### src/rtl/gemm_pkg.sv
// gemm_pkg: shared types and constants for the GEMM accumulator writeback path.
//   wb_state_t          : writeback controller state (IDLE, RUN, DRAIN)
//   GEMM_* localparams  : default lane counts and widths used when slicing rows
//                         into lanes and sizing the accumulator memory
//   GEMM_LANE_GUARD     : extra bits carried on a lane sum to detect overflow
package gemm_pkg;

  typedef enum logic [1:0] {
    ST_IDLE  = 2'd0,
    ST_RUN   = 2'd1,
    ST_DRAIN = 2'd2
  } wb_state_t;

  localparam int GEMM_ARRAY_N        = 8;
  localparam int GEMM_PE_OUT_WIDTH   = 19;
  localparam int GEMM_ACC_DATA_WIDTH = 32;
  localparam int GEMM_ACC_ADDR_WIDTH = 12;
  localparam int GEMM_LANE_GUARD     = 1;

endpackage

### src/rtl/acc_writeback_if.sv
// acc_writeback_if: accumulator memory bus between the writeback block and the
// accumulator RAM (one read port with 1-cycle latency, one write port).
//   acc_mem_read_ADDR/EN   : read request, data returns on acc_mem_read_DOUT next cycle
//   acc_mem_write_ADDR/EN/WE/DIN : write request, committed at the clock edge
// modport master: the writeback block; modport slave: the RAM.
interface acc_writeback_if #(
  parameter int ARRAY_N              = 8,
  parameter int ACC_DATA_WIDTH       = 32,
  parameter int ACC_MEM_ADDR_WIDTH_W = 12
);

  logic [ACC_MEM_ADDR_WIDTH_W-1:0]   acc_mem_read_ADDR;
  logic                              acc_mem_read_EN;
  logic [ARRAY_N*ACC_DATA_WIDTH-1:0] acc_mem_read_DOUT;
  logic [ACC_MEM_ADDR_WIDTH_W-1:0]   acc_mem_write_ADDR;
  logic                              acc_mem_write_EN;
  logic                              acc_mem_write_WE;
  logic [ARRAY_N*ACC_DATA_WIDTH-1:0] acc_mem_write_DIN;

  modport master (
    output acc_mem_read_ADDR, acc_mem_read_EN,
    input  acc_mem_read_DOUT,
    output acc_mem_write_ADDR, acc_mem_write_EN, acc_mem_write_WE, acc_mem_write_DIN
  );

  modport slave (
    input  acc_mem_read_ADDR, acc_mem_read_EN,
    output acc_mem_read_DOUT,
    input  acc_mem_write_ADDR, acc_mem_write_EN, acc_mem_write_WE, acc_mem_write_DIN
  );

endinterface

### src/rtl/acc_writeback_lane.sv
// acc_lane_add: one accumulator lane. Sign-extends a PE column result to the
// accumulator width and adds the existing accumulator value when accumulate=1.
//   pe_lane    : signed PE result (PE_OUT_WIDTH)
//   acc_lane   : current accumulator contents (ACC_DATA_WIDTH)
//   accumulate : 1 = pe + acc, 0 = pe alone
//   sum        : lane result (ACC_DATA_WIDTH)
// Build option ACC_WB_SATURATE_EN: clamp to signed min/max instead of wrapping.
module acc_lane_add
  import gemm_pkg::*;
#(
  parameter int PE_OUT_WIDTH   = GEMM_PE_OUT_WIDTH,
  parameter int ACC_DATA_WIDTH = GEMM_ACC_DATA_WIDTH
) (
  input  logic [PE_OUT_WIDTH-1:0]   pe_lane,
  input  logic [ACC_DATA_WIDTH-1:0] acc_lane,
  input  logic                      accumulate,
  output logic [ACC_DATA_WIDTH-1:0] sum
);

`ifdef ACC_WB_SATURATE_EN
  // One guard bit: the top two bits disagree exactly when the signed sum overflowed.
  localparam int SW = ACC_DATA_WIDTH + GEMM_LANE_GUARD;
  logic [SW-1:0] pe_ext;
  logic [SW-1:0] acc_ext;
  logic [SW-1:0] sum_wide;

  always_comb begin
    pe_ext   = {{(SW-PE_OUT_WIDTH){pe_lane[PE_OUT_WIDTH-1]}}, pe_lane};
    acc_ext  = accumulate ? {{GEMM_LANE_GUARD{acc_lane[ACC_DATA_WIDTH-1]}}, acc_lane} : '0;
    sum_wide = pe_ext + acc_ext;
    if (sum_wide[SW-1] != sum_wide[SW-2]) begin
      sum = sum_wide[SW-1] ? {1'b1, {(ACC_DATA_WIDTH-1){1'b0}}}
                           : {1'b0, {(ACC_DATA_WIDTH-1){1'b1}}};
    end else begin
      sum = sum_wide[ACC_DATA_WIDTH-1:0];
    end
  end
`else
  logic [ACC_DATA_WIDTH-1:0] pe_ext;
  logic [ACC_DATA_WIDTH-1:0] acc_ext;

  always_comb begin
    pe_ext  = {{(ACC_DATA_WIDTH-PE_OUT_WIDTH){pe_lane[PE_OUT_WIDTH-1]}}, pe_lane};
    acc_ext = accumulate ? acc_lane : '0;
    sum     = pe_ext + acc_ext;
  end
`endif

endmodule

### src/rtl/acc_writeback.sv
// acc_writeback: writes de-skewed systolic array rows into accumulator memory,
// optionally adding to the rows already stored there.
//   clk, reset_n       : clock, synchronous active-low reset
//   start, base_addr, num_rows, accumulate : job setup, sampled in IDLE
//   pe_out_valid, pe_out_data : one row per cycle, lane i at [i*PE_OUT_WIDTH +: PE_OUT_WIDTH]
//   acc_mem            : accumulator memory bus (acc_writeback_if.master)
//   busy, done, err    : job in flight, end-of-job pulse, sticky dropped-row flag
//   state_dbg          : current controller state
// Build option ACC_WB_SATURATE_EN: lane sums saturate instead of wrapping.
//
// Handshake: pe_out_valid has no ready. A row is accepted in any cycle where
// pe_out_valid=1 and the controller is in RUN; rows offered in IDLE or DRAIN
// are dropped and raise err. There is no backpressure anywhere: the pipeline
// advances every cycle, read at t+1, RAM data at t+2, write at t+3.
module acc_writeback
  import gemm_pkg::*;
#(
  parameter int ARRAY_N              = GEMM_ARRAY_N,
  parameter int PE_OUT_WIDTH         = GEMM_PE_OUT_WIDTH,
  parameter int ACC_DATA_WIDTH       = GEMM_ACC_DATA_WIDTH,
  parameter int ACC_MEM_ADDR_WIDTH_W = GEMM_ACC_ADDR_WIDTH
) (
  input  logic                              clk,
  input  logic                              reset_n,
  input  logic                              start,
  input  logic [ACC_MEM_ADDR_WIDTH_W-1:0]   base_addr,
  input  logic [ACC_MEM_ADDR_WIDTH_W:0]     num_rows,
  input  logic                              accumulate,
  input  logic                              pe_out_valid,
  input  logic [ARRAY_N*PE_OUT_WIDTH-1:0]   pe_out_data,
  acc_writeback_if.master                   acc_mem,
  output logic                              busy,
  output logic                              done,
  output logic                              err,
  output wb_state_t                         state_dbg
);

  localparam int AW = ACC_MEM_ADDR_WIDTH_W;
  localparam int RP = ARRAY_N * PE_OUT_WIDTH;
  localparam int RA = ARRAY_N * ACC_DATA_WIDTH;

  wb_state_t       state;
  logic [AW-1:0]   addr_ptr;
  logic [AW:0]     rows_q;
  logic [AW:0]     row_cnt;
  logic [AW:0]     row_cnt_nxt;
  logic            acc_q;
  logic            accept;
  logic            last_row;

  // Stage 1 drives the read port, stage 2 meets the RAM data, stage 3 drives
  // the write port. Address/data fields are zeroed whenever the slot is empty
  // so the bus idles at all-zero.
  logic            s1_valid, s1_rd_en, s1_last;
  logic [AW-1:0]   s1_addr;
  logic [RP-1:0]   s1_pe;
  logic            s2_valid, s2_acc, s2_last;
  logic [AW-1:0]   s2_addr;
  logic [RP-1:0]   s2_pe;
  logic            s3_valid, s3_last;
  logic [AW-1:0]   s3_addr;
  logic [RA-1:0]   s3_din;
  logic [RA-1:0]   lane_sum;

  assign accept      = (state == ST_RUN) && pe_out_valid;
  assign row_cnt_nxt = row_cnt + {{AW{1'b0}}, 1'b1};
  assign last_row    = (row_cnt_nxt == rows_q);

  for (genvar i = 0; i < ARRAY_N; i++) begin : g_lane
    acc_lane_add #(
      .PE_OUT_WIDTH   (PE_OUT_WIDTH),
      .ACC_DATA_WIDTH (ACC_DATA_WIDTH)
    ) u_lane (
      .pe_lane    (s2_pe[i*PE_OUT_WIDTH +: PE_OUT_WIDTH]),
      .acc_lane   (acc_mem.acc_mem_read_DOUT[i*ACC_DATA_WIDTH +: ACC_DATA_WIDTH]),
      .accumulate (s2_acc),
      .sum        (lane_sum[i*ACC_DATA_WIDTH +: ACC_DATA_WIDTH])
    );
  end

  always_ff @(posedge clk) begin
    if (!reset_n) begin
      state    <= ST_IDLE;
      addr_ptr <= '0;
      rows_q   <= '0;
      row_cnt  <= '0;
      acc_q    <= 1'b0;
      done     <= 1'b0;
      err      <= 1'b0;
      s1_valid <= 1'b0;
      s1_rd_en <= 1'b0;
      s1_last  <= 1'b0;
      s1_addr  <= '0;
      s1_pe    <= '0;
      s2_valid <= 1'b0;
      s2_acc   <= 1'b0;
      s2_last  <= 1'b0;
      s2_addr  <= '0;
      s2_pe    <= '0;
      s3_valid <= 1'b0;
      s3_last  <= 1'b0;
      s3_addr  <= '0;
      s3_din   <= '0;
    end else begin
      done <= 1'b0;

      s1_valid <= accept;
      s1_rd_en <= accept & acc_q;
      s1_last  <= accept & last_row;
      s1_addr  <= accept ? addr_ptr : '0;
      s1_pe    <= accept ? pe_out_data : '0;

      s2_valid <= s1_valid;
      s2_acc   <= s1_rd_en;
      s2_last  <= s1_last;
      s2_addr  <= s1_addr;
      s2_pe    <= s1_pe;

      s3_valid <= s2_valid;
      s3_last  <= s2_last;
      s3_addr  <= s2_addr;
      s3_din   <= s2_valid ? lane_sum : '0;

      if (s3_valid && s3_last) begin
        done <= 1'b1;
      end

      if (pe_out_valid && (state != ST_RUN)) begin
        err <= 1'b1;
      end

      case (state)
        ST_IDLE: begin
          if (start) begin
            if (num_rows == '0) begin
              done <= 1'b1;
            end else begin
              // A real job clears a previous protocol error.
              err      <= 1'b0;
              state    <= ST_RUN;
              addr_ptr <= base_addr;
              rows_q   <= num_rows;
              acc_q    <= accumulate;
              row_cnt  <= '0;
            end
          end
        end
        ST_RUN: begin
          if (accept) begin
            // Address wraps naturally at 2^AW.
            addr_ptr <= addr_ptr + {{(AW-1){1'b0}}, 1'b1};
            row_cnt  <= row_cnt_nxt;
            if (last_row) begin
              state <= ST_DRAIN;
            end
          end
        end
        ST_DRAIN: begin
          if (s3_valid && s3_last) begin
            state <= ST_IDLE;
          end
        end
        default: state <= ST_IDLE;
      endcase
    end
  end

  assign acc_mem.acc_mem_read_EN    = s1_rd_en;
  assign acc_mem.acc_mem_read_ADDR  = s1_addr;
  assign acc_mem.acc_mem_write_EN   = s3_valid;
  assign acc_mem.acc_mem_write_WE   = s3_valid;
  assign acc_mem.acc_mem_write_ADDR = s3_addr;
  assign acc_mem.acc_mem_write_DIN  = s3_din;

  assign busy      = (state != ST_IDLE);
  assign state_dbg = state;

endmodule

### src/flat_wrapper.sv
// flat-port wrapper written by rule: the top's interface ports become plain ports
module acc_writeback_flat import gemm_pkg::*;
#(
  parameter int ARRAY_N              = GEMM_ARRAY_N,
  parameter int PE_OUT_WIDTH         = GEMM_PE_OUT_WIDTH,
  parameter int ACC_DATA_WIDTH       = GEMM_ACC_DATA_WIDTH,
  parameter int ACC_MEM_ADDR_WIDTH_W = GEMM_ACC_ADDR_WIDTH
)
  (clk, reset_n, start, base_addr, num_rows, accumulate, pe_out_valid, pe_out_data, busy, done, err, state_dbg, acc_mem_acc_mem_read_ADDR, acc_mem_acc_mem_read_EN, acc_mem_acc_mem_read_DOUT, acc_mem_acc_mem_write_ADDR, acc_mem_acc_mem_write_EN, acc_mem_acc_mem_write_WE, acc_mem_acc_mem_write_DIN);
  acc_writeback_if #(.ARRAY_N(ARRAY_N), .ACC_DATA_WIDTH(ACC_DATA_WIDTH), .ACC_MEM_ADDR_WIDTH_W(ACC_MEM_ADDR_WIDTH_W)) acc_mem_i ();
  input  logic clk;
  input  logic reset_n;
  input  logic start;
  input  logic [ACC_MEM_ADDR_WIDTH_W-1:0] base_addr;
  input  logic [ACC_MEM_ADDR_WIDTH_W:0] num_rows;
  input  logic accumulate;
  input  logic pe_out_valid;
  input  logic [ARRAY_N*PE_OUT_WIDTH-1:0] pe_out_data;
  output logic busy;
  output logic done;
  output logic err;
  output wb_state_t state_dbg;
  output wire logic [$bits(acc_mem_i.acc_mem_read_ADDR)-1:0] acc_mem_acc_mem_read_ADDR;
  output wire logic [$bits(acc_mem_i.acc_mem_read_EN)-1:0] acc_mem_acc_mem_read_EN;
  input wire logic [$bits(acc_mem_i.acc_mem_read_DOUT)-1:0] acc_mem_acc_mem_read_DOUT;
  output wire logic [$bits(acc_mem_i.acc_mem_write_ADDR)-1:0] acc_mem_acc_mem_write_ADDR;
  output wire logic [$bits(acc_mem_i.acc_mem_write_EN)-1:0] acc_mem_acc_mem_write_EN;
  output wire logic [$bits(acc_mem_i.acc_mem_write_WE)-1:0] acc_mem_acc_mem_write_WE;
  output wire logic [$bits(acc_mem_i.acc_mem_write_DIN)-1:0] acc_mem_acc_mem_write_DIN;
  assign acc_mem_acc_mem_read_ADDR = acc_mem_i.acc_mem_read_ADDR;
  assign acc_mem_acc_mem_read_EN = acc_mem_i.acc_mem_read_EN;
  assign acc_mem_i.acc_mem_read_DOUT = acc_mem_acc_mem_read_DOUT;
  assign acc_mem_acc_mem_write_ADDR = acc_mem_i.acc_mem_write_ADDR;
  assign acc_mem_acc_mem_write_EN = acc_mem_i.acc_mem_write_EN;
  assign acc_mem_acc_mem_write_WE = acc_mem_i.acc_mem_write_WE;
  assign acc_mem_acc_mem_write_DIN = acc_mem_i.acc_mem_write_DIN;
  acc_writeback #(.ARRAY_N(ARRAY_N), .PE_OUT_WIDTH(PE_OUT_WIDTH), .ACC_DATA_WIDTH(ACC_DATA_WIDTH), .ACC_MEM_ADDR_WIDTH_W(ACC_MEM_ADDR_WIDTH_W)) u_core (.clk(clk), .reset_n(reset_n), .start(start), .base_addr(base_addr), .num_rows(num_rows), .accumulate(accumulate), .pe_out_valid(pe_out_valid), .pe_out_data(pe_out_data), .acc_mem(acc_mem_i), .busy(busy), .done(done), .err(err), .state_dbg(state_dbg));
endmodule
### config.mk
export PLATFORM = sky130hd
export DESIGN_NAME = acc_writeback_flat
export DESIGN_NICKNAME = d
export VERILOG_FILES = /design/src/rtl/gemm_pkg.sv /design/src/rtl/acc_writeback_if.sv /design/src/rtl/acc_writeback_lane.sv /design/src/rtl/acc_writeback.sv /design/src/flat_wrapper.sv
export SDC_FILE = /design/constraint.sdc
export NUM_CORES = 1
export LEC_CHECK = 0
export CAP_MARGIN = 40
export CORE_AREA = 2 2 282 284
export DETAILED_ROUTE_END_ITERATION = 10
export DIE_AREA = 0 0 284 286
export MAX_ROUTING_LAYER = met4
export PLACE_DENSITY = 0.67
export SLEW_MARGIN = 10
export SYNTH_ARGS = -nofsm -noshare
export SYNTH_HDL_FRONTEND = slang
export SYNTH_SLANG_ARGS = --single-unit
### constraint.sdc
create_clock -name clk -period 4.5 [get_ports clk]
set_clock_uncertainty 0.1 [all_clocks]
set_input_delay 0.9 -clock clk [delete_from_list [all_inputs] [get_ports clk]]
set_output_delay 0.9 -clock clk [all_outputs]
set_load 0.01 [all_outputs]
## After elaboration in Yosys (flattened, before gate mapping)

Cells that the tools add are included.

- Register bits: 647
- Input port bits: 438
- Output and inout bits: 288
- Logic and storage cells: 85

- Add/subtract/negate cells: 10
- Equal/unequal tests: 9
- Mux-type cells: 30
- Bitwise gates (word level): 3
- Reductions and logical operators: 12

Operators with widths:

| kind | count |
|---|---|
| $add A32 B32 Y32 | 8 |
| $mux W32 | 8 |
| $mux W13 | 3 |
| $mux W12 | 3 |
| $pmux W13 S2 | 1 |
| $pmux W12 S2 | 1 |
| $add A13 B1 Y13 const B | 1 |
| $eq A13 B13 Y1 | 1 |
| $logic_not A13 Y1 | 1 |
| $add A12 B1 Y12 const B | 1 |
| $mux W2 | 5 |
| $mux W1 | 8 |
| $ne A2 B1 Y1 const B | 4 |
| $pmux W2 S3 | 1 |
| $reduce_and A5 Y1 | 1 |
| $ne A2 B2 Y1 const B | 2 |
| $reduce_and A2 Y1 | 2 |
| $reduce_and A4 Y1 | 1 |
| $reduce_bool A2 Y1 | 2 |
| $logic_and A1 B1 Y1 | 3 |
| $reduce_and A3 Y1 | 1 |
| $and A1 B1 Y1 | 2 |
| $eq A2 B1 Y1 const B | 1 |
| $eq A2 B2 Y1 const B | 1 |
| other kinds (2) | 2 |

## Depth between registers and ports, before layout

Gate-level depths: netlist (run 1).

- Word-level depth: 6
- Mapped depth: 15
- Depth with buffers taken out: 13

## By module

From an unflattened synthesis (run 1), not the netlist that was laid out.

- Cells, all modules: 3,912
- Area, all modules: 34,800.9 um2

Modules (own cells, without submodules):

| module | instances | cells each | area each (um2) | sequential area each (um2) |
|---|---|---|---|---|
| acc_writeback | 1 | 1,649 | 18,838.1 | 12,952.4 |
| acc_lane_add at u_core.g_lane[5].u_lane ... | 3 | 287 | 2,023.2 | 0.0 |
| acc_lane_add at u_core.g_lane[1].u_lane ... | 3 | 283 | 1,994.4 | 0.0 |
| acc_lane_add at u_core.g_lane[4].u_lane | 1 | 287 | 2,020.7 | 0.0 |
| acc_lane_add at u_core.g_lane[0].u_lane | 1 | 266 | 1,889.3 | 0.0 |

## Worst setup path before layout (run 1)

OpenSTA, ideal clock, no wires.

- Path type: input port to flip-flop
- Start point: input acc_mem_acc_mem_read_DOUT[0]
- End point: register u_core.s3_din[20] (netlist: u_core.acc_mem.acc_mem_write_DIN[20])
- Setup time: 0.128 ns
- Arrival time: 3.548 ns
- Data required time: 4.272 ns
- Setup slack: 0.725 ns
- Stages: 12
- Path buffers: 0
- Path through: and2_1 ha_1 fa_1 a211o_1 a2111oi_4 a2bb2oi_2 o21ai_2 a21o_1 a2111o_1 o31ai_2 xor2_1 nor2_1

- Word-level cells in the longest chain between the ends: 2

RTL lines:

| what | line | source |
|---|---|---|
| start: declaration | flat_wrapper.sv:25 | `input wire logic [$bits(acc_mem_i.acc_mem_read_DOUT)-1:0] acc_mem_acc_mem_read_DOUT;` |
| $mux W32 | acc_writeback_lane.sv:44 | `acc_ext = accumulate ? acc_lane : '0;` |
| $add A32 B32 Y32 | acc_writeback_lane.sv:45 | `sum = pe_ext + acc_ext;` |
| end signal: assignment | acc_writeback.sv:122 | `s3_din <= s2_valid ? lane_sum : '0;` |
| end: declaration | acc_writeback.sv:62 | `logic [RA-1:0] s3_din;` |

No other way between the ends.
A chain may end at the register's enable or synchronous reset.

## Worst setup path in the final report (run 1)

- Start point: register u_core.s2_acc
- End point: register u_core.s3_din[62] (netlist: u_core.acc_mem.acc_mem_write_DIN[62])

- Word-level cells in the longest chain between the ends: 2

RTL lines:

| what | line | source |
|---|---|---|
| start: declaration | acc_writeback.sv:57 | `logic s2_valid, s2_acc, s2_last;` |
| start signal: assignment | acc_writeback.sv:114 | `s2_acc <= s1_rd_en;` |
| $mux W32 | acc_writeback_lane.sv:44 |  |
| $add A32 B32 Y32 | acc_writeback_lane.sv:45 |  |

No other way between the ends.

==> results.md, run 1 <==
* Status: finished, final reports clean
* Yosys top cell by area: dfxtp_1
* Clock Tree Buf Depth at 3
* Hold Path Cell Cnt at 1
* Share of cells above drive strength 1 at 0.0489
* HPWL Detailed at 77500 um
* Share of the synthesized area in the top cell type at 0.415
* Mapped Nets at 4149
* IO buf count at 725
* NumNets Final at 4871
* Yosys reg bits at 647
* Final Max Tran Viols at 0
* WL/cell at 19.0 um
* Tcrit/Tclk final at 0.879
* FMAX at 0.253 GHz
* Setup TNS at 0 ps
* Register share of total power at 0.457
* Sink Count at 647
* Hold Path Origin: u_core.s1_pe[94]$_SDFF_PN0_
* Critical path type: reg2reg
* P&R area growth vs syn at 35.6%
* TritonCTS clock tree: done
* Crit path DAT at 4390 ps
* Worst Tran Pin Value at 868 ps
* Worst Setup Start Kind: flip-flop
* Main flop type after synthesis: dfxtp_1
* Hold buffer count at CTS at 0
* Final ANT Viol Nets at 0
* Iteration-0 DRC Markers at 1388
* Relative slew slack at 0.421
* CTS clk-pin slew, worst paths at 60 ps
* Routability cong. at 0.926
* Cts bufs inserted at 73
* RSZ-0062 raised after global routing: no
* Mux share of post-synthesis cell area at 0.00385
* Sequential share of the synthesized area at 0.415
* Post-Synth Simple-Gate Area at 0.235
* Largest family of logic cells by synthesized area: simple AND/OR/NAND/NOR gates
* Reg2reg start: u_core.s2_acc$_SDFF_PN0_
* Setup violators final at 0
* Die Y at 286 um
* Combinational power share at 0.060
* Synth Area in Adders at 0.105
* R2R depth at 13
* Switching pwr at 2840 uW
* Clock latency on the worst-skew pair at 620 ps
* GRT Util Overall at 0.246
* Via count at 26600
* Switching part of the total at 0.222
* Area contributors post-synth: dfxtp_1 (41%), and2_1 (12%), ha_1 (10%)
* Warnings, synthesis at 0
* Total of max-cap violations at 0
* Final min period at 3960 ps
* EDFF count, synth at 0
* Antenna violations before repair at 31
* FF-to-FF End: u_core.acc_mem.acc_mem_write_DIN[62]$_SDFF_PN0_
* Syn_area_per_cell at 9.04 um2
* Endpoints failing hold at 0
* Pint at 9970 uW
* Total grt overflow at 0
* Post-CTS setup buffers at 0
* Final WL at 101000 um
* Die ar. at 81200 um2
* Count of different cell masters after synthesis at 78
* # resized after CTS at 0
* Drt pass-1 iters at 5
* Async SR Flop Fraction at 0
* Initial Utilization at 0.398
* Cells after Synth at 3453
* Most common cell after layout, fill and taps aside: clkdlybuf4s50_1
* Critical path peak fanout at 36
* DRC Markers at 0
* Power share of the clock group at 0.483
* Compound-Gate Fraction of Synth Area at 0.158
* Pwr dens at 302 nW/um2
* Lkg Pwr at 0.0180 uW
* H-tree Lvls at 3
* Reg2reg setup slack at 540 ps
* Mapped Area at 31200 um2
* Critical Path Start: u_core.s2_acc$_SDFF_PN0_
* Hold_ws at 325 ps
* Crit end category: flip-flop
* Synth Area in XOR/XNOR at 0.0600
* Vias per cell at 5.00
* Req. time, crit path at 4940 ps
* First-pass GRT wire length at 151000 um
* Min-Delay Path Class: reg2reg
* Most frequent cells in the layout: clkdlybuf4s50_1 (724), dfxtp_1 (645), and2_1 (613), nor2_1 (302), ha_1 (250)
* Vias in the first global route at 25800
* Root Buffer: clkbuf_16
* Ports at 726
* Peak VDD IR at 0.000246 V
* Largest net degree at the start of global routing at 128
* Cell row count at 103
* Core footprint at 78400 um2
* Die W at 284 um
* End of the worst hold path: u_core.s2_pe[94]$_SDFF_PN0_
worst max-delay path by stage:
stage	endpoint	slack [ps]	cells past startpoint
2_1_floorplan	u_core.acc_mem.acc_mem_write_DIN[20]$_SDFF_PN0_	720	12
3_3_place_gp	u_core.acc_mem.acc_mem_write_DIN[30]$_SDFF_PN0_	4	13
3_5_place_dp	u_core.acc_mem.acc_mem_write_DIN[30]$_SDFF_PN0_	10	13
4_1_cts	u_core.acc_mem.acc_mem_write_DIN[61]$_SDFF_PN0_	550	13
5_1_grt	u_core.acc_mem.acc_mem_write_DIN[221]$_SDFF_PN0_	160	13
6_report	u_core.acc_mem.acc_mem_write_DIN[62]$_SDFF_PN0_	540	13
critical path: stages (launching register included):
cell and delay (ps):
dfxtp_4 510, buf_4 280, and2_1 150, ha_1 230, fa_1 470, a211oi_1 280, o21ba_2 230, a211o_1 180
nand2_1 110, a31oi_1 450, o21ai_1 230, a21o_1 220, a21boi_0 210, mux2i_1 200
metrics by stage:
step           utilization  cells  power, uW  worst slack (ps)  instance area [um2]
4_1_cts              0.540   5283      13000               554                42300
2_1_floorplan            -   3453       6230               725                31200
3_3_place_gp         0.507   5147       6740              4.05                39700
5_1_grt              0.540   5311      13300               164                42300
3_5_place_dp         0.508   5150       6750              10.7                39800
6_report             0.540   5311      12800               544                42300
cells in the mapped netlist (46+ instances only):
| library cell | number |
|---|---|
| xor2_1 | 100 |
| and2_1 | 613 |
| clkbuf_1 | 123 |
| nor2_1 | 302 |
| inv_1 | 66 |
| nand2_1 | 169 |
| o21ai_0 | 158 |
| dfxtp_1 | 647 |
| a21o_1 | 108 |
| ha_1 | 250 |
| nor3_1 | 49 |
| xnor2_1 | 114 |
| nand3_1 | 46 |
| a21oi_1 | 205 |
| and3_1 | 52 |
flip-flops by register name, summed over array words and instances, names as in the netlist, 2 cells and up:
signal and flops:
u_core.s2_addr 12, u_core.acc_mem.acc_mem_write_ADDR 12, u_core.state_dbg 2, u_core.s2_pe 152, u_core.addr_ptr 12, u_core.acc_mem.acc_mem_write_DIN 256, u_core.acc_mem.acc_mem_read_ADDR 12, u_core.s1_pe 152
u_core.row_cnt 13, u_core.rows_q 13
cells by family (layout without fill, tap and decap cells):
family | count (synthesis) | in the layout
mux | 12 | 12
buf+inv | 193 | 973
other cells | 0 | 28
xor+xnor | 214 | 214
flops | 647 | 647
fa+ha+maj | 258 | 258
simple gates | 1371 | 1371
compound gates | 758 | 758
metal layers:
| metal | share of wire | wire length, um | track usage |
|---|---|---|---|
| met1 | 0.43 | 43600 | 0.294 |
| met5 | 0 | 0 | - |
| met3 | 0.063 | 6380 | 0.0560 |
| met4 | 0.026 | 2630 | 0.0870 |
| met2 | 0.48 | 48500 | 0.408 |
power by group through the flow:
stage	Sequential [uW]	Combinational, uW	Clock (uW)
final	5860	765	6190
after global placement	5980	758	0
after floorplan	5970	263	0
after detailed placement	5980	766	0
after CTS	5860	771	6320
after global routing	5860	830	6560
layout make-up:
cell class / instances / area, um2
Clock buffer: 103 / 2140
Timing Repair Buffer: 773 / 7700
Sequential cell: 647 / 13000
Clock inverter: 30 / 362
Multi-Input combinational cell: 2613 / 17600
Antenna cell: 28 / 70.1
Tap cell: 1050 / 1310
Inverter: 67 / 254
Fill cell: 7226 / 36000
Power figures use the tool's default switching activity.
==> inputs of run 2 (changes only) <==
--- a/config.mk
+++ b/config.mk
@@ -6,11 +6,12 @@
 export NUM_CORES = 1
 export LEC_CHECK = 0
 export CAP_MARGIN = 40
-export CORE_AREA = 2 2 282 284
+export CORE_AREA = 2 2 283 285
 export DETAILED_ROUTE_END_ITERATION = 10
-export DIE_AREA = 0 0 284 286
+export DIE_AREA = 0 0 285 287
+export DONT_BUFFER_PORTS = 1
 export MAX_ROUTING_LAYER = met4
-export PLACE_DENSITY = 0.67
+export PLACE_DENSITY = 0.55
 export SLEW_MARGIN = 10
 export SYNTH_ARGS = -nofsm -noshare
 export SYNTH_HDL_FRONTEND = slang
==> results.md, run 2 (same netlist as run 1, synthesis figures left out) <==
* Status: finished, final reports clean (unchanged)
* Critical path type: reg2reg (unchanged)
* NumNets Final at 4129 (was 4871)
* Clock latency on the worst-skew pair at 630 ps (was 620 ps)
* TritonCTS clock tree: done (unchanged)
* Req. time, crit path at 4930 ps (was 4940 ps)
* Clock Tree Buf Depth at 3 (unchanged)
* RSZ-0062 raised after global routing: no (unchanged)
* Slowest CP cell: a2111oi_0 (was dfxtp_4)
* Max reg flops at 256 (unchanged)
* Total of max-cap violations at 0 (unchanged)
* Vias per cell at 5.24 (was 5.00)
* Worst Setup Start Kind: flip-flop (unchanged)
* Hold_ws at 291 ps (was 325 ps)
* Die W at 285 um (was 284 um)
* WL/cell at 21.2 um (was 19.0 um)
* First-pass GRT wire length at 143000 um (was 151000 um)
* Cts bufs inserted at 75 (was 73)
* IO buf count at 0 (was 725)
* Cell row count at 103 (unchanged)
* Crit path DAT at 4530 ps (was 4390 ps)
* Share of cells above drive strength 1 at 0.0536 (was 0.0489)
* GRT Util Overall at 0.234 (was 0.246)
* Setup violators final at 0 (unchanged)
* Antenna violations before repair at 64 (was 31)
* Largest net degree at the start of global routing at 240 (was 128)
* H-tree Lvls at 3 (unchanged)
* Initial Utilization at 0.397 (was 0.398)
* Final ANT Viol Nets at 0 (unchanged)
* Final min period at 4090 ps (was 3960 ps)
* Vias in the first global route at 23200 (was 25800)
* Lkg Pwr at 0.0152 uW (was 0.0180 uW)
* Worst Tran Pin Value at 824 ps (was 868 ps)
* CP most frequent cell: a21oi_1
* Sink Count at 647 (unchanged)
* Relative slew slack at 0.449 (was 0.421)
* P&R area growth vs syn at 12.1% (was 35.6%)
* HPWL Detailed at 73900 um (was 77500 um)
* Root Buffer: clkbuf_16 (unchanged)
* Drt pass-1 iters at 5 (unchanged)
* Crit end category: flip-flop (unchanged)
* Fin area at 35000 um2 (was 42300 um2)
* Pwr dens at 353 nW/um2 (was 302 nW/um2)
* Endpoints failing hold at 0 (unchanged)
* Tcrit/Tclk final at 0.909 (was 0.879)
* Area post-placement at 32400 um2 (was 39800 um2)
* Core footprint at 78600 um2 (was 78400 um2)
* Via count at 24000 (was 26600)
* FMAX at 0.244 GHz (was 0.253 GHz)
* Final Max Tran Viols at 0 (unchanged)
* Setup TNS at 0 ps (unchanged)
* DRC Markers at 0 (unchanged)
* Ports at 726 (unchanged)
* Most frequent cells in the layout: dfxtp_1 (645), and2_1 (613), nor2_1 (302), ha_1 (250), a21oi_1 (205) (was clkdlybuf4s50_1 (724), dfxtp_1 (645), and2_1 (613), nor2_1 (302), ha_1 (250))
* Min-Delay Path Class: in2reg (was reg2reg)
* Peak VDD IR at 0.000283 V (was 0.000246 V)
* # resized after CTS at 0 (unchanged)
* Iteration-0 DRC Markers at 1372 (was 1388)
* Total grt overflow at 0 (unchanged)
* Final WL at 97200 um (was 101000 um)
* Routability cong. at 0.916 (was 0.926)
* Hold buffer count at CTS at 0 (unchanged)
* Die ar. at 81800 um2 (was 81200 um2)
* Critical path peak fanout at 42 (was 36)
* CP cell instances: buf_12 -> and2_1 -> ha_1 -> fa_1 -> a2111oi_0 -> o31a_1 -> a21oi_1 -> a31oi_1 -> buf_4 -> o21a_1 -> o21ba_2 -> o211ai_1 -> a21oi_1 -> mux2i_1 (was buf_4 -> and2_1 -> ha_1 -> fa_1 -> a211oi_1 -> o21ba_2 -> a211o_1 -> nand2_1 -> a31oi_1 -> o21ai_1 -> a21o_1 -> a21boi_0 -> mux2i_1)
* Worst path max stage delay at 660 ps (was 510 ps)
* Post-CTS setup buffers at 0 (unchanged)
* Most common cell after layout, fill and taps aside: dfxtp_1 (was clkdlybuf4s50_1)
* CTS clk-pin slew, worst paths at 60 ps (about the same)
* Die Y at 287 um (was 286 um)
-- run 2: cell count changes in the layout (fill, tap and decap cells not counted), moves of 4 or more --
| cell | previous run | this run |
|---|---|---|
| diode_2 | 28 | 49 |
| clkinvlp_4 | 5 | 10 |
| clkbuf_1 | 12 | 16 |
| clkbuf_8 | 16 | 6 |
| clkdlybuf4s50_1 | 724 | 0 |
| buf_4 | 41 | 23 |
-- run 2: critical path: cells and delay by family, from the launching register on --
| kind | cells | cell delay [ps] |
|---|---|---|
| compound gates | 8 | 1920 |
| fa+ha+maj | 2 | 690 |
| flops | 1 | 480 |
| buf+inv | 2 | 390 |
| mux | 1 | 230 |
| simple gates | 1 | 160 |
-- run 2: metrics by stage --
stage	setup WS, ps	total power [uW]	instances	utilization
6_report	408	12400	4591	0.445
5_1_grt	85.7	12800	4579	0.445
4_1_cts	429	12500	4542	0.444
3_5_place_dp	350	6300	4406	0.412
3_3_place_gp	363	6300	4405	0.412
2_1_floorplan	725	6230	3453	-
-- run 2: routing by layer --
metal | wire length (um) | global-route usage | vias up
li1 | - | - | 11900
met3 | 6910 | 0.0614 | 173
met2 | 46100 | 0.383 | 720
met1 | 41000 | 0.276 | 11200
met5 | 0 | - | -
met4 | 3230 | 0.0870 | 0
-- run 2: cell type report --
type | instances | area, um2
repair buffers | 29 | 293
inverters | 67 | 254
flip-flops and latches | 647 | 13000
fillers | 7753 | 43600
multi-input cells | 2613 | 17600
clock inverters | 38 | 458
clock buffers | 98 | 2040
diodes | 49 | 123
well taps | 1050 | 1310
-- run 2: worst paths after layout --
| kind | from | end | slack (ps) | cells past startpoint |
|---|---|---|---|---|
| worst max-delay path | u_core.s2_acc$_SDFF_PN0_ | u_core.acc_mem.acc_mem_write_DIN[94]$_SDFF_PN0_ | 410 | 14 |
| worst min-delay path | pe_out_data[95] | u_core.s1_pe[95]$_SDFF_PN0_ | 290 | 1 |
| worst max register to register | u_core.s2_acc$_SDFF_PN0_ | u_core.acc_mem.acc_mem_write_DIN[94]$_SDFF_PN0_ | 410 | 14 |
| worst min register to register | u_core.s1_pe[70]$_SDFF_PN0_ | u_core.s2_pe[70]$_SDFF_PN0_ | 320 | 1 |
-- run 2: power breakdown --
part	switching (uW)	total (uW)	internal [uW]
clock	2590	6190	3600
combinational	191	321	130
sequential	50.3	5860	5810
total	2830	12400	9540
==> inputs of run 3 (changes only) <==
--- a/config.mk
+++ b/config.mk
@@ -10,6 +10,7 @@
 export DETAILED_ROUTE_END_ITERATION = 10
 export DIE_AREA = 0 0 285 287
 export DONT_BUFFER_PORTS = 1
+export GPL_ROUTABILITY_DRIVEN = 0
 export MAX_ROUTING_LAYER = met4
 export PLACE_DENSITY = 0.55
 export SLEW_MARGIN = 10
==> results.md, run 3 (same netlist as run 1, synthesis figures left out) <==
* Ports at 726 (unchanged)
* Sink Count at 647 (unchanged)
* Max reg flops at 256 (unchanged)
* Die W at 285 um (unchanged)
* Cell row count at 103 (unchanged)
* Worst Setup Start Kind: flip-flop (unchanged)
* DRC Markers at 0 (unchanged)
* Final Max Tran Viols at 0 (unchanged)
* Pwr dens at 353 nW/um2 (about the same)
* Peak VDD IR at 0.000295 V (was 0.000283 V)
* Pre-CTS WS at 341 ps (was 350 ps)
* FMAX at 0.246 GHz (was 0.244 GHz)
* PnR worst setup slack at 427 ps (was 408 ps)
* Most common cell after layout, fill and taps aside: dfxtp_1 (unchanged)
* Relative slew slack at 0.460 (was 0.449)
* Power share of the clock group at 0.501 (was 0.500)
* Crit path DAT at 4470 ps (was 4530 ps)
* Share of cells above drive strength 1 at 0.0541 (was 0.0536)
* Vias per cell at 5.24 (about the same)
* Final ANT Viol Nets at 0 (unchanged)
* Die Y at 287 um (unchanged)
* H-tree Lvls at 3 (unchanged)
* Critical path peak fanout at 37 (was 42)
* Clock Tree Buf Depth at 3 (unchanged)
* Reg2reg setup slack at 430 ps (was 410 ps)
* RSZ-0062 raised after global routing: no (unchanged)
* Hold buffer count at CTS at 0 (unchanged)
* Cts bufs inserted at 74 (was 75)
* HPWL Detailed at 74600 um (was 73900 um)
* Utilization after layout at 0.445 (about the same)
* Crit end category: flip-flop (unchanged)
* Combinational power share at 0.026 (about the same)
* GRT Util Overall at 0.234 (about the same)
* Final min period at 4070 ps (was 4090 ps)
* Area post-placement at 32400 um2 (about the same)
* Endpoints failing hold at 0 (unchanged)
* Reg2reg start: u_core.s2_acc$_SDFF_PN0_ (unchanged)
* Via count at 24100 (was 24000)
* Setup TNS at 0 ps (unchanged)
* Setup violators final at 0 (unchanged)
* Placed Cells at 4408 (was 4406)
* Switching pwr at 2780 uW (was 2830 uW)
* Tcrit/Tclk final at 0.905 (was 0.909)
* Largest net degree at the start of global routing at 240 (unchanged)
* Post-CTS setup buffers at 0 (unchanged)
* CTS clk-pin slew, worst paths at 60 ps (about the same)
* Drt pass-1 iters at 5 (unchanged)
* P&R area growth vs syn at 12.1% (about the same)
* End of the worst hold path: u_core.s1_pe[75]$_SDFF_PN0_ (was u_core.s1_pe[95]$_SDFF_PN0_)
* IO buf count at 0 (unchanged)
* Req. time, crit path at 4890 ps (was 4930 ps)
* FF-to-FF End: u_core.acc_mem.acc_mem_write_DIN[61]$_SDFF_PN0_ (was u_core.acc_mem.acc_mem_write_DIN[94]$_SDFF_PN0_)
* Fin area at 35000 um2 (about the same)
* First-pass GRT wire length at 143000 um (about the same)
* Switching part of the total at 0.225 (was 0.229)
* NumNets Final at 4130 (was 4129)
* Critical path type: reg2reg (unchanged)
* Clock latency on the worst-skew pair at 620 ps (was 630 ps)
* Initial Utilization at 0.397 (unchanged)
* Pint at 9590 uW (was 9540 uW)
* Core footprint at 78600 um2 (unchanged)
* Register share of total power at 0.473 (was 0.474)
* TritonCTS clock tree: done (unchanged)
* Die ar. at 81800 um2 (unchanged)
* Iteration-0 DRC Markers at 1356 (was 1372)
* Vias in the first global route at 23200 (about the same)
* WL/cell at 21.1 um (was 21.2 um)
* Total grt overflow at 0 (unchanged)
* # resized after CTS at 0 (unchanged)
* Min-Delay Path Class: in2reg (unchanged)
* Most frequent cells in the layout: dfxtp_1 (645), and2_1 (613), nor2_1 (302), ha_1 (250), a21oi_1 (205) (unchanged)
* Hold Path Origin: pe_out_data[75] (was pe_out_data[95])
* Finished Layout Cells at 4600 (was 4591)
* Root Buffer: clkbuf_16 (unchanged)
* Antenna violations before repair at 63 (was 64)
* R2R depth at 13 (was 14)
* Final WL at 97100 um (was 97200 um)
* Worst Tran Pin Value at 807 ps (was 824 ps)
* Total of max-cap violations at 0 (unchanged)
* Hold Path Cell Cnt at 1 (unchanged)
* Status: finished, final reports clean (unchanged)
* Lkg Pwr at 0.0152 uW (about the same)
[run 3: changes by cell type in the layout (fill, tap and decap cells not counted), moves of 2 or more]
cell        change
clkbuf_1        -2
buf_4           +4
clkinv_4        -2
diode_2         +9
clkbuf_8        +7
clkinvlp_4      -3
buf_12          -2
inv_6           -2
[run 3: worst max path at each step]
stage | slack [ps] | from | depth (start not counted) | endpoint
3_3_place_gp | 380 | acc_mem_acc_mem_read_DOUT[96] | 12 | u_core.acc_mem.acc_mem_write_DIN[124]$_SDFF_PN0_
2_1_floorplan | 720 | acc_mem_acc_mem_read_DOUT[0] | 12 | u_core.acc_mem.acc_mem_write_DIN[20]$_SDFF_PN0_
6_report | 430 | u_core.s2_acc$_SDFF_PN0_ | 13 | u_core.acc_mem.acc_mem_write_DIN[61]$_SDFF_PN0_
4_1_cts | 460 | u_core.s2_acc$_SDFF_PN0_ | 13 | u_core.acc_mem.acc_mem_write_DIN[61]$_SDFF_PN0_
5_1_grt | 130 | u_core.s2_acc$_SDFF_PN0_ | 13 | u_core.acc_mem.acc_mem_write_DIN[188]$_SDFF_PN0_
3_5_place_dp | 340 | acc_mem_acc_mem_read_DOUT[64] | 13 | u_core.acc_mem.acc_mem_write_DIN[92]$_SDFF_PN0_
[run 3: layout make-up]
cell class / instances / area (um2)
diodes: 58 / 145
clock buffers: 104 / 2160
clock inverters: 30 / 343
fillers: 7832 / 43600
inverters: 67 / 254
multi-input cells: 2613 / 17600
flip-flops and latches: 647 / 13000
well taps: 1050 / 1310
repair buffers: 31 / 283
[run 3: worst max-delay path, cell delays in order, from the launching register on]
cell and delay, ps:
dfxtp_4 620, buf_12 250, buf_4 260, and2_1 170, ha_1 250, o21a_1 160, a21oi_1 90, o21ai_0 320
a21o_1 250, a31oi_1 180, o311ai_0 720, and2_1 270, a41oi_1 140, mux2i_1 140
[run 3: power groups by stage]
stage / clock network [uW] / registers [uW] / logic [uW]
after floorplan: 0 / 5970 / 263
after global placement: 0 / 5980 / 316
after detailed placement: 0 / 5980 / 319
after CTS: 6350 / 5860 / 321
after global routing: 6570 / 5860 / 359
final: 6200 / 5860 / 319
[run 3: stage by stage]
step	power [uW]	hold WS (ps)
after floorplan	6230	312
after global placement	6300	313
after detailed placement	6300	317
after CTS	12500	247
after global routing	12800	269
final	12400	293
[run 3: per-layer routing]
layer	vias to the layer above	GRT usage	routed length [um]
met1	11200	0.273	40200
li1	12000	-	-
met2	789	0.378	45800
met3	169	0.0673	7830
met4	0	0.0973	3250
met5	-	-	0
